File: config.mk
export PLATFORM = sky130hd
export DESIGN_NAME = alu_ctrl_seq
export DESIGN_NICKNAME = d
export VERILOG_FILES = /design/src/rtl/alu_ctrl_seq_pkg.sv /design/src/rtl/alu_ctrl_decode.sv /design/src/rtl/alu_ctrl_seq.sv
export SDC_FILE = /design/constraint.sdc
export NUM_CORES = 1
export LEC_CHECK = 0
export CORE_MARGIN = 10
export CORE_UTILIZATION = 45
export DETAILED_ROUTE_END_ITERATION = 6
export PLACE_DENSITY = 0.79
export SLEW_MARGIN = 20
export SYNTH_ARGS = -nofsm -noshare
export SYNTH_HDL_FRONTEND = slang
export SYNTH_SLANG_ARGS = --single-unit
File: constraint.sdc
create_clock -name Clk -period 1.75 [get_ports Clk]
set_clock_uncertainty 0.05 [all_clocks]
set_input_delay 0.2625 -clock Clk [delete_from_list [all_inputs] [get_ports Clk]]
set_output_delay 0.2625 -clock Clk [all_outputs]
set_load 0.01 [all_outputs]
File: src/rtl/alu_ctrl_seq_pkg.sv
// Shared constants for the accumulator-ALU instruction sequencer:
// ALU operation codes, instruction opcodes and FSM state encodings.
package alu_ctrl_seq_pkg;

    // ALU operation codes seen on alu_op
    localparam logic [2:0] ALU_NONE = 3'd0;
    localparam logic [2:0] ALU_ADD  = 3'd1;
    localparam logic [2:0] ALU_MUL  = 3'd2;
    localparam logic [2:0] ALU_DIV  = 3'd3;
    localparam logic [2:0] ALU_MOD  = 3'd4;

    // Instruction opcodes (instr[11:8]); 10..15 are illegal
    localparam logic [3:0] OP_NOP  = 4'd0;
    localparam logic [3:0] OP_LDI  = 4'd1;
    localparam logic [3:0] OP_ADDI = 4'd2;
    localparam logic [3:0] OP_MULI = 4'd3;
    localparam logic [3:0] OP_DIVI = 4'd4;
    localparam logic [3:0] OP_MODI = 4'd5;
    localparam logic [3:0] OP_INC  = 4'd6;
    localparam logic [3:0] OP_CLR  = 4'd7;
    localparam logic [3:0] OP_LDM  = 4'd8;
    localparam logic [3:0] OP_ADDM = 4'd9;

    // Sequencer states
    typedef enum logic [1:0] {
        S_IDLE    = 2'd0,
        S_MEM_REQ = 2'd1,
        S_EXEC    = 2'd2
    } state_e;

endpackage

File: src/rtl/alu_ctrl_decode.sv
// Combinational instruction decoder: opcode/imm to ALU op, strobe
// selects and the memory / illegal / divide-by-zero classification.
module alu_ctrl_decode
    import alu_ctrl_seq_pkg::*;
(
    input  logic [3:0] opcode_i,
    input  logic [7:0] imm_i,
    output logic [2:0] alu_op_o,
    output logic       wen_o,
    output logic       inc_o,
    output logic       clr_o,
    output logic       is_mem_o,
    output logic       illegal_o,
    output logic       div0_o
);

    // Opcode table; at most one strobe select is ever set
    always_comb begin
        alu_op_o  = ALU_NONE;
        wen_o     = 1'b0;
        inc_o     = 1'b0;
        clr_o     = 1'b0;
        is_mem_o  = 1'b0;
        illegal_o = 1'b0;
        div0_o    = 1'b0;
        case (opcode_i)
            OP_NOP:  ;
            OP_LDI:  wen_o = 1'b1;
            OP_ADDI: alu_op_o = ALU_ADD;
            OP_MULI: alu_op_o = ALU_MUL;
            OP_DIVI: begin
                alu_op_o = ALU_DIV;
                div0_o   = (imm_i == 8'd0);
            end
            OP_MODI: begin
                alu_op_o = ALU_MOD;
                div0_o   = (imm_i == 8'd0);
            end
            OP_INC:  inc_o = 1'b1;
            OP_CLR:  clr_o = 1'b1;
            OP_LDM: begin
                wen_o    = 1'b1;
                is_mem_o = 1'b1;
            end
            OP_ADDM: begin
                alu_op_o = ALU_ADD;
                is_mem_o = 1'b1;
            end
            default: illegal_o = 1'b1;
        endcase
    end

endmodule

File: src/rtl/alu_ctrl_seq.sv
// Instruction sequencer feeding the 8-bit accumulator ALU. Accepts one
// instruction at a time, optionally fetches a memory operand, and issues
// a single-cycle registered control/operand word per executed instruction.
module alu_ctrl_seq
    import alu_ctrl_seq_pkg::*;
#(
    parameter int MEM_TIMEOUT = 15
) (
    input  logic        Clk,
    input  logic        RST,
    input  logic        instr_valid,
    output logic        instr_ready,
    input  logic [11:0] instr,
    output logic        mem_req,
    output logic [7:0]  mem_addr,
    input  logic        mem_ack,
    input  logic [7:0]  mem_rdata,
    output logic [2:0]  alu_op,
    output logic        Wen,
    output logic        INC,
    output logic        acc_clr,
    output logic [7:0]  BusOut,
    output logic        done,
    input  logic        err_clr,
    output logic        err_illegal,
    output logic        err_div0,
    output logic        err_timeout
);

    localparam int CNT_W = $clog2(MEM_TIMEOUT + 1);
    // Counter value during the last permitted MEM_REQ cycle
    localparam logic [CNT_W-1:0] CNT_LAST = CNT_W'(MEM_TIMEOUT - 1);

    state_e           state_q, state_d;
    logic [2:0]       alu_op_q, alu_op_d;
    logic             wen_q, wen_d, inc_q, inc_d, clr_q, clr_d;
    logic             done_q, done_d;
    logic [7:0]       bus_q, bus_d;
    logic             mem_req_q, mem_req_d;
    logic [7:0]       mem_addr_q, mem_addr_d;
    logic [CNT_W-1:0] cnt_q, cnt_d;
    logic [2:0]       pend_op_q, pend_op_d;
    logic             pend_wen_q, pend_wen_d;
    logic [2:0]       err_q, err_d;        // {timeout, div0, illegal}
    logic [2:0]       err_new;

    logic [2:0] dec_alu_op;
    logic       dec_wen, dec_inc, dec_clr, dec_is_mem, dec_illegal, dec_div0;

    alu_ctrl_decode u_decode (
        .opcode_i  (instr[11:8]),
        .imm_i     (instr[7:0]),
        .alu_op_o  (dec_alu_op),
        .wen_o     (dec_wen),
        .inc_o     (dec_inc),
        .clr_o     (dec_clr),
        .is_mem_o  (dec_is_mem),
        .illegal_o (dec_illegal),
        .div0_o    (dec_div0)
    );

    assign instr_ready = (state_q == S_IDLE) && !RST;

    // Next-state, next-output and error-detection logic
    always_comb begin
        state_d    = state_q;
        alu_op_d   = ALU_NONE;
        wen_d      = 1'b0;
        inc_d      = 1'b0;
        clr_d      = 1'b0;
        done_d     = 1'b0;
        bus_d      = bus_q;
        mem_req_d  = 1'b0;
        mem_addr_d = mem_addr_q;
        cnt_d      = '0;
        pend_op_d  = pend_op_q;
        pend_wen_d = pend_wen_q;
        err_new    = 3'b000;
        case (state_q)
            S_IDLE: begin
                if (instr_valid && instr_ready) begin
                    if (dec_illegal) begin
                        err_new[0] = 1'b1;
                    end else if (dec_div0) begin
                        err_new[1] = 1'b1;
                    end else if (dec_is_mem) begin
                        state_d    = S_MEM_REQ;
                        mem_req_d  = 1'b1;
                        mem_addr_d = instr[7:0];
                        pend_op_d  = dec_alu_op;
                        pend_wen_d = dec_wen;
                    end else begin
                        state_d  = S_EXEC;
                        alu_op_d = dec_alu_op;
                        wen_d    = dec_wen;
                        inc_d    = dec_inc;
                        clr_d    = dec_clr;
                        bus_d    = instr[7:0];
                        done_d   = 1'b1;
                    end
                end
            end
            S_MEM_REQ: begin
                // An ack in the final permitted cycle takes priority over the timeout
                if (mem_ack) begin
                    state_d  = S_EXEC;
                    alu_op_d = pend_op_q;
                    wen_d    = pend_wen_q;
                    bus_d    = mem_rdata;
                    done_d   = 1'b1;
                end else if (cnt_q == CNT_LAST) begin
                    state_d    = S_IDLE;
                    err_new[2] = 1'b1;
                end else begin
                    mem_req_d = 1'b1;
                    cnt_d     = cnt_q + CNT_W'(1);
                end
            end
            S_EXEC: state_d = S_IDLE;
            default: state_d = S_IDLE;
        endcase
        // A fresh error wins over a simultaneous clear
        err_d = (err_q & {3{~err_clr}}) | err_new;
    end

    // Registered state and outputs with synchronous reset
    always_ff @(posedge Clk) begin
        if (RST) begin
            state_q    <= S_IDLE;
            alu_op_q   <= ALU_NONE;
            wen_q      <= 1'b0;
            inc_q      <= 1'b0;
            clr_q      <= 1'b0;
            done_q     <= 1'b0;
            bus_q      <= 8'd0;
            mem_req_q  <= 1'b0;
            mem_addr_q <= 8'd0;
            cnt_q      <= '0;
            err_q      <= 3'b000;
        end else begin
            state_q    <= state_d;
            alu_op_q   <= alu_op_d;
            wen_q      <= wen_d;
            inc_q      <= inc_d;
            clr_q      <= clr_d;
            done_q     <= done_d;
            bus_q      <= bus_d;
            mem_req_q  <= mem_req_d;
            mem_addr_q <= mem_addr_d;
            cnt_q      <= cnt_d;
            err_q      <= err_d;
        end
    end

    // Pending memory-op controls; only meaningful while in MEM_REQ
    always_ff @(posedge Clk) begin
        pend_op_q  <= pend_op_d;
        pend_wen_q <= pend_wen_d;
    end

    assign alu_op      = alu_op_q;
    assign Wen         = wen_q;
    assign INC         = inc_q;
    assign acc_clr     = clr_q;
    assign done        = done_q;
    assign BusOut      = bus_q;
    assign mem_req     = mem_req_q;
    assign mem_addr    = mem_addr_q;
    assign err_illegal = err_q[0];
    assign err_div0    = err_q[1];
    assign err_timeout = err_q[2];

endmodule

After elaboration in Yosys (flattened, before gate mapping)
Index checks and enable logic that the tools add are counted. W data, S select, Z words.

Bits in latches: 0. Register bits: 37. Memories kept: 0. Memory bits (read-only): 0. Logic and storage cells: 108. Output and inout port bits: 28. Input port bits: 25. Bits in writable memories: 0.

Muxes and demuxes: 52. Div/mod/pow operators: 0. Add/sub/neg operators: 1. Order comparisons: 0. Shifts and indexed selects: 0. Reductions and logical operators: 17. Equality and inequality tests: 17. Multiply operators: 0. Bitwise logic cells: 8.

Operators by type and width (number): $mux W8 (5); $mux W1 (27); $eq A4 B3 Y1 const B (4); $mux W2 (8); $pmux W8 S2 (1); $mux W3 (5); $eq A4 B4 Y1 const B (3); $pmux W3 S4 (1); $reduce_or A10 Y1 (1); $eq A4 B2 Y1 const B (2); $logic_not A8 Y1 (1); $ne A2 B2 Y1 const B (4); $reduce_or A2 Y1 (4); $not A1 Y1 (6); $pmux W1 S2 (3); $pmux W3 S2 (1); $reduce_and A6 Y1 (1); $reduce_or A6 Y1 (1); $reduce_and A5 Y1 (1); $add A4 B1 Y4 const B (1); $eq A4 B1 Y1 const B (1); $logic_not A4 Y1 (1); $pmux W2 S2 (1); $reduce_and A4 Y1 (1); other kinds (10) (11).

Depth between registers and ports, before layout
Gate-level depths: netlist of the first run.

Word-level depth: 8. Depth in mapped cells: 6. Depth with buffers taken out: 6.

Hierarchy
A second synthesis of the first run with hierarchy kept.

Cells, all modules: 160. Area total of the unflattened synthesis: 1685.4 sq um.

Modules (own cells, without submodules): alu_ctrl_seq (sequential area each 780.7 sq um, area an instance 1521.5 sq um, times used 1, cells an instance 140); alu_ctrl_decode (sequential area each 0.0 sq um, area an instance 163.9 sq um, times used 1, cells an instance 20).

Worst setup path before layout of the first run
No wires, ideal clock.

Path kind: reg2reg. From: reg state_q[0]. To: reg pend_op_q[0], enable pin. Setup slack: 166 ps. Data required time: 1395 ps. Arrival time: 1230 ps. Period minus slack after synthesis: 1584 ps. Cell stages (with the launch flop): 5. Cell sequence: dfxtp_1 > nor4b_2 > nand3_1 > buf_2 > inv_1.

Word-level cells in the longest chain between the ends: 4.

Ends and longest elaborated chain: start, declared (RTL line alu_ctrl_seq.sv:34) `state_e state_q, state_d;`; start signal, assigned (RTL line alu_ctrl_seq.sv:141) `state_q <= state_d;`; $logic_not A2 Y1 (*) (RTL line alu_ctrl_seq.sv:62, alu_ctrl_seq.sv:79); $logic_and A1 B1 Y1 (RTL line alu_ctrl_seq.sv:62) `assign instr_ready = (state_q == S_IDLE) && !RST;`; $logic_and A1 B1 Y1 (RTL line alu_ctrl_seq.sv:81) `if (instr_valid && instr_ready) begin`; $reduce_and A5 Y1 (no source line) (*); end signal, assigned (RTL line alu_ctrl_seq.sv:157) `pend_op_q <= pend_op_d;`; end, declared (RTL line alu_ctrl_seq.sv:42) `logic [2:0] pend_op_q, pend_op_d;`.

Every way passes the cells marked *; elsewhere a longest branch is shown, timed or not. A chain may end at the register's enable or synchronous reset.

Worst setup path in the final report of the first run
From: reg state_q[1]. To: out instr_ready.

Word-level cells in the longest chain between the ends: 2.

Ends and longest elaborated chain: $logic_not A2 Y1 (RTL line alu_ctrl_seq.sv:62); $logic_and A1 B1 Y1 (RTL line alu_ctrl_seq.sv:62); end, declared (RTL line alu_ctrl_seq.sv:12) `output logic instr_ready,`.

Every way passes these cells.

==> key figures, run 1 <==
Worst setup path
  • Worst r2r path cells: 5
  • CP startpoint kind: register
  • Critical path type: reg2out
  • Worst reg2reg setup slack: ~0.090 ns
  • FF-to-FF End: BusOut[4]
  • Worst Path Buf+Inv: 1
  • CP delay by family, top: simple AND/OR/NAND/NOR gates
  • CP Launch Point: state_q[1]
  • Reg2reg start: state_q[0]
  • Crit path DAT: between 1 and 1.5 ns
  • WP depth: 3
  • Crit. End Element: primary output
  • Critical Path RT: 1.44 ns
  • CP cell instances: or2_2 > nor2_1 > clkdlybuf4s15_1
  • CP max stage delay: 0.36 ns
  • Crit path capture: instr_ready
  • CP max stage cell: dfxtp_1
  • Critical Path Fanout Max: 4

Place
  • Dpl hpwl: 3.51 mm
  • Port bufs: between 50 and 60
  • Placed Area: roughly 2300 um^2
  • Pre-CTS setup slack: -0.367 ns
  • Placer Congestion: 0.869

Die
  • Die width: 79.3 um
  • Die height: just under 80 um
  • I/O pin count: 53
  • Core Rows: 21
  • Core Box Area: about 3400 um^2
  • Total die area: ~6300 um^2
  • Starting Density: 0.471

Yosys
  • Sequential area share after synthesis: 0.493
  • Synth warn: 0
  • Mapped Nets: between 150 and 200
  • FF+latch count, synth: 37
  • Mean Syn Cell Area: between 9 and 10 um^2
  • Post-synth top area cell: dfxtp_1
  • Post-synth EDFFs: 4
  • Netlist cell types: 35
  • Synth Flop Type: dfxtp_1
  • Mapped cell area: 1580 um^2
  • Synth top area cells: dfxtp_1 42%, edfxtp_1 7.6%, nor2_1 6.2%, mux2i_1 5.1%, o211a_1 5.1%
  • Synth top area share: 0.417
  • Synthesized instance count: roughly 170
  • Ys async rst share: 0

Cells and area
  • Final core occ: 0.706
  • Diode count: 0
  • Layout cells sized above 1: 0.169
  • Final Instance Area: approximately 2400 um^2
  • Area Overhead vs Synth: 49.9%
  • # nets final: 269

Clock network
  • CTS Buf Count: 5
  • CTS clk-pin slew, worst paths: roughly 0.11 ns
  • CTS tree: yes
  • # clock sinks: 37
  • Root buffer cell: clkbuf_4
  • Clk_lat worst skew: around 0.35 ns
  • Htree depth: 2
  • Maximum buffer depth of the clock tree: 2

Power
  • Peak supply drop: 0.514 mV
  • Leakage power: 1.06 nW
  • Tot Pwr: between 1.5 and 2 mW
  • Cell Pwr Density: approximately 660 nW/um^2

Timing
  • Worst slew pin tran: between 0.3 and 0.4 ns
  • Slew HR: 0.754
  • Fin crit share: 0.962
  • Fin Setup TNS: 0 ns
  • RSZ-0062 raised after global routing: no
  • Fin. Hold Viols: 0
  • Fmax: between 0.5 and 0.6 GHz
  • Setup WS post-layout: 0.0665 ns
  • Period minus WS final: about 1.7 ns
  • Setup violators final: 0
  • Slew Limit Fails: 0

Detailed routing
  • Drt wl/cell: 15.6 um
  • Via density: about 5.2
  • Drt drc: 0
  • Initial DRC Count: about 110
  • First-pass DRT Iterations: 7
  • DRT Wirelength: approximately 4.5 mm
  • Vias: between 1500 and 2000
  • Post-route ant nets: 0

GRT
  • All-layer global routing usage: 0.147
  • Largest net degree at the start of global routing: 12
  • Total grt overflow: 0
  • Vias in the first global route: between 1500 and 2000
  • First-pass GRT wire length: between 7 and 8 mm
  • Initial antenna violation count: 0

Hold path
  • Hold/Removal Path Class: in2reg

Job
  • Maxcap violations: 0

Outcome
  • Status: completed
==> cell usage in the layout, fill, tap and decap left out, types with 3 or more instances in the layout <==
| cell | n |
|---|---|
| nor3_1 | 3 |
| nand3_1 | 6 |
| edfxtp_1 | 4 |
| nand4_1 | 9 |
| a21oi_1 | 5 |
| clkbuf_1 | 3 |
| dfxtp_1 | 33 |
| mux2i_1 | 8 |
| clkbuf_4 | 5 |
| inv_1 | 5 |
| buf_4 | 28 |
| nor2_1 | 26 |
| clkdlybuf4s50_1 | 50 |
| nand2_1 | 17 |
| o211a_1 | 8 |
| nand3b_1 | 4 |
| and3_1 | 3 |
| xnor2_1 | 3 |
==> flip-flops by register name, summed over array words and instances, names as in the netlist, 2 cells and up <==
register / cells
mem_addr: 8
cnt_q: 4
state_q: 2
BusOut: 8
err_q: 3
alu_op: 3
pend_op_q: 3
==> cell usage after synthesis, types with 3 or more instances <==
cell      instances
clkbuf_1          7
nand2_1          17
xnor2_1           3
and3_1            3
mux2i_1           8
dfxtp_1          33
inv_1             5
nor2_1           26
nand3b_1          4
edfxtp_1          4
nand4_1           9
nor3_1            3
nand3_1           6
a21oi_1           5
o211a_1           8
==> worst reg2reg max path, delay by kind of cell, from the launching register on <==
kind,cells,cell delay [ns]
buffers and inverters,1,0.17
flip-flops,1,0.35
AO/OA/AOI/OAI,2,0.31
AND/OR/NAND/NOR,2,0.68
==> layer usage <==
layer  GRT usage  share of wire
met1       0.153           0.40
met2       0.253           0.48
met3      0.0743           0.10
met4      0.0430          0.012
met5           0              0
==> final cells by class <==
type	count	area [um^2]
Tap cell	46	57.6
Fill cell	281	988
Clock buffer	8	48.8
Timing Repair Buffer	80	729
Inverter	5	18.8
Sequential cell	37	781
Multi-Input combinational cell	113	739
==> worst min-delay path by stage <==
stage,startpoint,endpoint,slack [ns],cells past startpoint
CTS,RST,err_q[0],0.31,2
finish,RST,err_q[0],0.31,2
detailed placement,pend_op_q[2],alu_op[2],0.41,1
global route,RST,err_q[0],0.31,2
floorplan,RST,err_q[0],0.28,1
global placement,cnt_q[0],cnt_q[0],0.39,1
==> kinds of logic after synthesis <==
kind of cell | Yosys count | share of synthesized area
AOI/OAI and AO/OA | 21 | 0.123
xor gates and xnor gates | 4 | 0.0221
adders and majority gates | 2 | 0.0158
buffers and inverters | 17 | 0.0458
DFF | 37 | 0.493
muxes | 8 | 0.0506
and+or+nand+nor | 78 | 0.250
==> repair_timing <==
item                                    CTS  global route
endpoints found under the setup margin    9             9
cloned                                    0             0
setup buffers                             0             0
hold buffers                              0             0
gates resized for setup                   2             3
==> metrics by stage <==
step | hold WS (ns) | cells
2_1_floorplan | 0.285 | 167
3_3_place_gp | 0.388 | 281
3_5_place_dp | 0.412 | 281
4_1_cts | 0.306 | 289
5_1_grt | 0.308 | 289
6_report | 0.306 | 289
==> power by group <==
part	leakage, nW	internal (mW)	switching, mW
clock network	0.0265	0.160	0.282
logic	0.735	0.142	0.102
registers	0.300	0.875	0.0100
No activity file was read; power rests on OpenSTA's default activity.
==> run 2: changes to the inputs <==
CTS_CLUSTER_DIAMETER = 50   (was unset)
==> results of run 2 <==
No change in the layout: final DEF, timing and power equal those of run 1.
==> run 3: changes to the inputs <==
ABC_AREA = 1   (was unset)
CORE_UTILIZATION = 47   (was 45)
CTS_BUF_LIST = sky130_fd_sc_hd__clkbuf_8   (was unset)
PLACE_DENSITY = 0.81   (was 0.79)
==> run 3 against run 2 <==
Net effect: die area increased by 0.33%; clock-buffer cell count is 3 lower; clock power is 63% higher; cell count grew 19%; hold slack improved by 0.11 ns; routed wire length is 4.7% lower; sequential share of layout area fell by 1.6 points; register-to-register slack gained 0.22 ns; global-route usage fell by 0.78 points; critical path type unchanged; critical endpoint is now BusOut[1].
==> key figures, run 3 <==
Yosys
  • Mapped cell area: between 1500 and 2000 um^2
  • Synth Flop Type: dfxtp_1
  • Post-synth EDFFs: 4
  • Sequential area share after synthesis: 0.470
  • Top cells by count, synth: 45 x nand2_1, 42 x nor2_1, 33 x dfxtp_1
  • Count leader, synth: nand2_1
  • Mean Syn Cell Area: approximately 7.5 um^2
  • Mapped Nets: around 250
  • FF+latch count, synth: 37
  • Synth top area cells: dfxtp_1 40%, nand2_1 10%, nor2_1 9.5%, nand3_1 7.5%, edfxtp_1 7.2%
  • Ys async rst share: 0
  • Synth warn: 0
  • Netlist cell types: 27
  • Post-synth top area cell: dfxtp_1
  • Synthesized instance count: roughly 220
  • Synth top area share: 0.398

Timing
  • Period minus WS final: around 1.5 ns
  • Setup violators final: 0
  • Setup WS post-layout: between 0.2 and 0.3 ns
  • Fin. Hold Viols: 0
  • RSZ-0062 raised after global routing: no
  • Slew Limit Fails: 0
  • Worst slew pin tran: approximately 0.28 ns
  • Slew HR: 0.813
  • Fin crit share: 0.853
  • WHS: between 0.4 and 0.5 ns
  • Fin Setup TNS: 0 ns
  • Fmax: around 0.67 GHz

Clock network
  • Maximum buffer depth of the clock tree: 2
  • Htree depth: 2
  • Root buffer cell: clkbuf_8
  • # clock sinks: 37
  • CTS tree: yes
  • Clk_lat worst skew: 0.29 ns
  • CTS clk-pin slew, worst paths: approximately 0.070 ns
  • CTS Buf Count: 5

Detailed routing
  • Initial DRC Count: 165
  • Drt wl/cell: roughly 12 um
  • Drt drc: 0
  • Vias: 1603
  • First-pass DRT Iterations: 4
  • Post-route ant nets: 0
  • Via density: approximately 4.7
  • DRT Wirelength: 4.29 mm

Die
  • Total die area: ~6300 um^2
  • Core Rows: 21
  • Die height: 79.5 um
  • Starting Density: 0.490
  • Die width: between 70 and 80 um
  • I/O pin count: 53
  • Core Box Area: approximately 3400 um^2

Place
  • Pre-CTS setup slack: -0.103 ns
  • Port bufs: 52
  • Placer Congestion: ~0.83
  • Dpl hpwl: approximately 3.3 mm

GRT
  • Largest net degree at the start of global routing: 21
  • Total grt overflow: 0
  • Initial antenna violation count: 0
  • First-pass GRT wire length: between 7 and 8 mm
  • All-layer global routing usage: 0.139
  • Vias in the first global route: about 1500

Worst setup path
  • Worst r2r path cells: 8
  • CP cell instances: clkdlybuf4s50_1
  • Worst reg2reg setup slack: between 0.3 and 0.4 ns
  • Reg2reg start: state_q[0]
  • CP startpoint kind: register
  • CP max stage delay: 0.54 ns
  • Critical path type: reg2out
  • CP max stage cell: clkdlybuf4s50_1
  • Crit path DAT: roughly 1.2 ns
  • CP delay by family, top: buffers and inverters
  • Critical Path RT: 1.44 ns
  • Crit. End Element: primary output
  • Critical Path Fanout Max: 2
  • Worst Path Buf+Inv: 1
  • FF-to-FF End: mem_addr[1]

Power
  • Leakage power: about 1.1 nW
  • Cell Pwr Density: between 700 and 800 nW/um^2
  • Tot Pwr: 1.88 mW
  • Peak supply drop: about 0.64 mV

Hold path
  • Hold/Removal Path Class: reg2reg
  • Hold depth: 2
  • Min-Delay Startpoint: err_q[1]
  • Hold EP: err_q[1]

Cells and area
  • Diode count: 0
  • Area Overhead vs Synth: 50.5%
  • Commonest non-fill, non-tap cell in the layout: clkdlybuf4s50_1
  • Layout cells sized above 1: 0.128
  • Most frequent cells in the layout: 51 x clkdlybuf4s50_1, 45 x nand2_1, 42 x nor2_1, 33 x dfxtp_1, 25 x nand3_1
  • Final core occ: 0.738
  • # nets final: about 320

Outcome
  • Status: completed

Job
  • Maxcap violations: 0
==> run 3: how the worst max path moves through the flow <==
| stage | end | depth (start not counted) | start | slack (ns) |
|---|---|---|---|---|
| after floorplan | pend_op_q[0] | 4 | state_q[0] | 0.33 |
| after global placement | instr_ready | 3 | RST | -0.1 |
| after detailed placement | instr_ready | 3 | RST | -0.10 |
| after CTS | mem_addr[1] | 9 | RST | 0.24 |
| after global routing | mem_addr[1] | 9 | RST | 0.12 |
| final | BusOut[1] | 1 | BusOut[1] | 0.26 |
==> run 3: area by class of cell <==
type,instances,area [um^2]
Timing Repair Buffer,74,709
Clock inverter,3,41.3
Multi-Input combinational cell,157,757
Fill cell,264,890
Inverter,22,85.1
Tap cell,46,57.6
Clock buffer,5,68.8
Sequential cell,37,781
==> run 3: report_power, final <==
part	leakage [nW]	internal [mW]	switching [mW]
Sequential	0.308	0.878	0.0105
Clock	0.0518	0.419	0.301
Combinational	0.741	0.147	0.124
==> run 3: repair_timing <==
| item | 4_1_cts | 5_1_grt |
|---|---|---|
| buffers inserted | 0 | 0 |
| endpoints found under the setup margin | 1 | 0 |
| hold endpoints to repair | 0 | 0 |
| hold buffers | 0 | 0 |
| gates resized for setup | 2 | 0 |
==> run 3: cell families after synthesis <==
logic type | after synthesis | share of synthesized area
buffers and inverters | 28 | 0.0776
and+or+nand+nor | 124 | 0.336
adders and majority gates | 2 | 0.0151
AOI/OAI and AO/OA | 29 | 0.0911
xor gates and xnor gates | 2 | 0.0105
DFF | 37 | 0.470
==> run 3: per-layer routing <==
| metal | up-vias | GRT usage | share of wire |
|---|---|---|---|
| met3 | 6 | 0.0586 | 0.070 |
| met2 | 35 | 0.229 | 0.49 |
| met1 | 692 | 0.162 | 0.43 |
| met4 | 0 | 0.0341 | 0.013 |
| li1 | 870 | - | - |
| met5 | - | 0 | 0 |
==> run 3: through the flow <==
stage	instances	cell area, um^2
detailed placement	336	2390
finish	344	2500
global placement	336	2390
CTS	344	2500
floorplan	222	1660
global route	344	2500
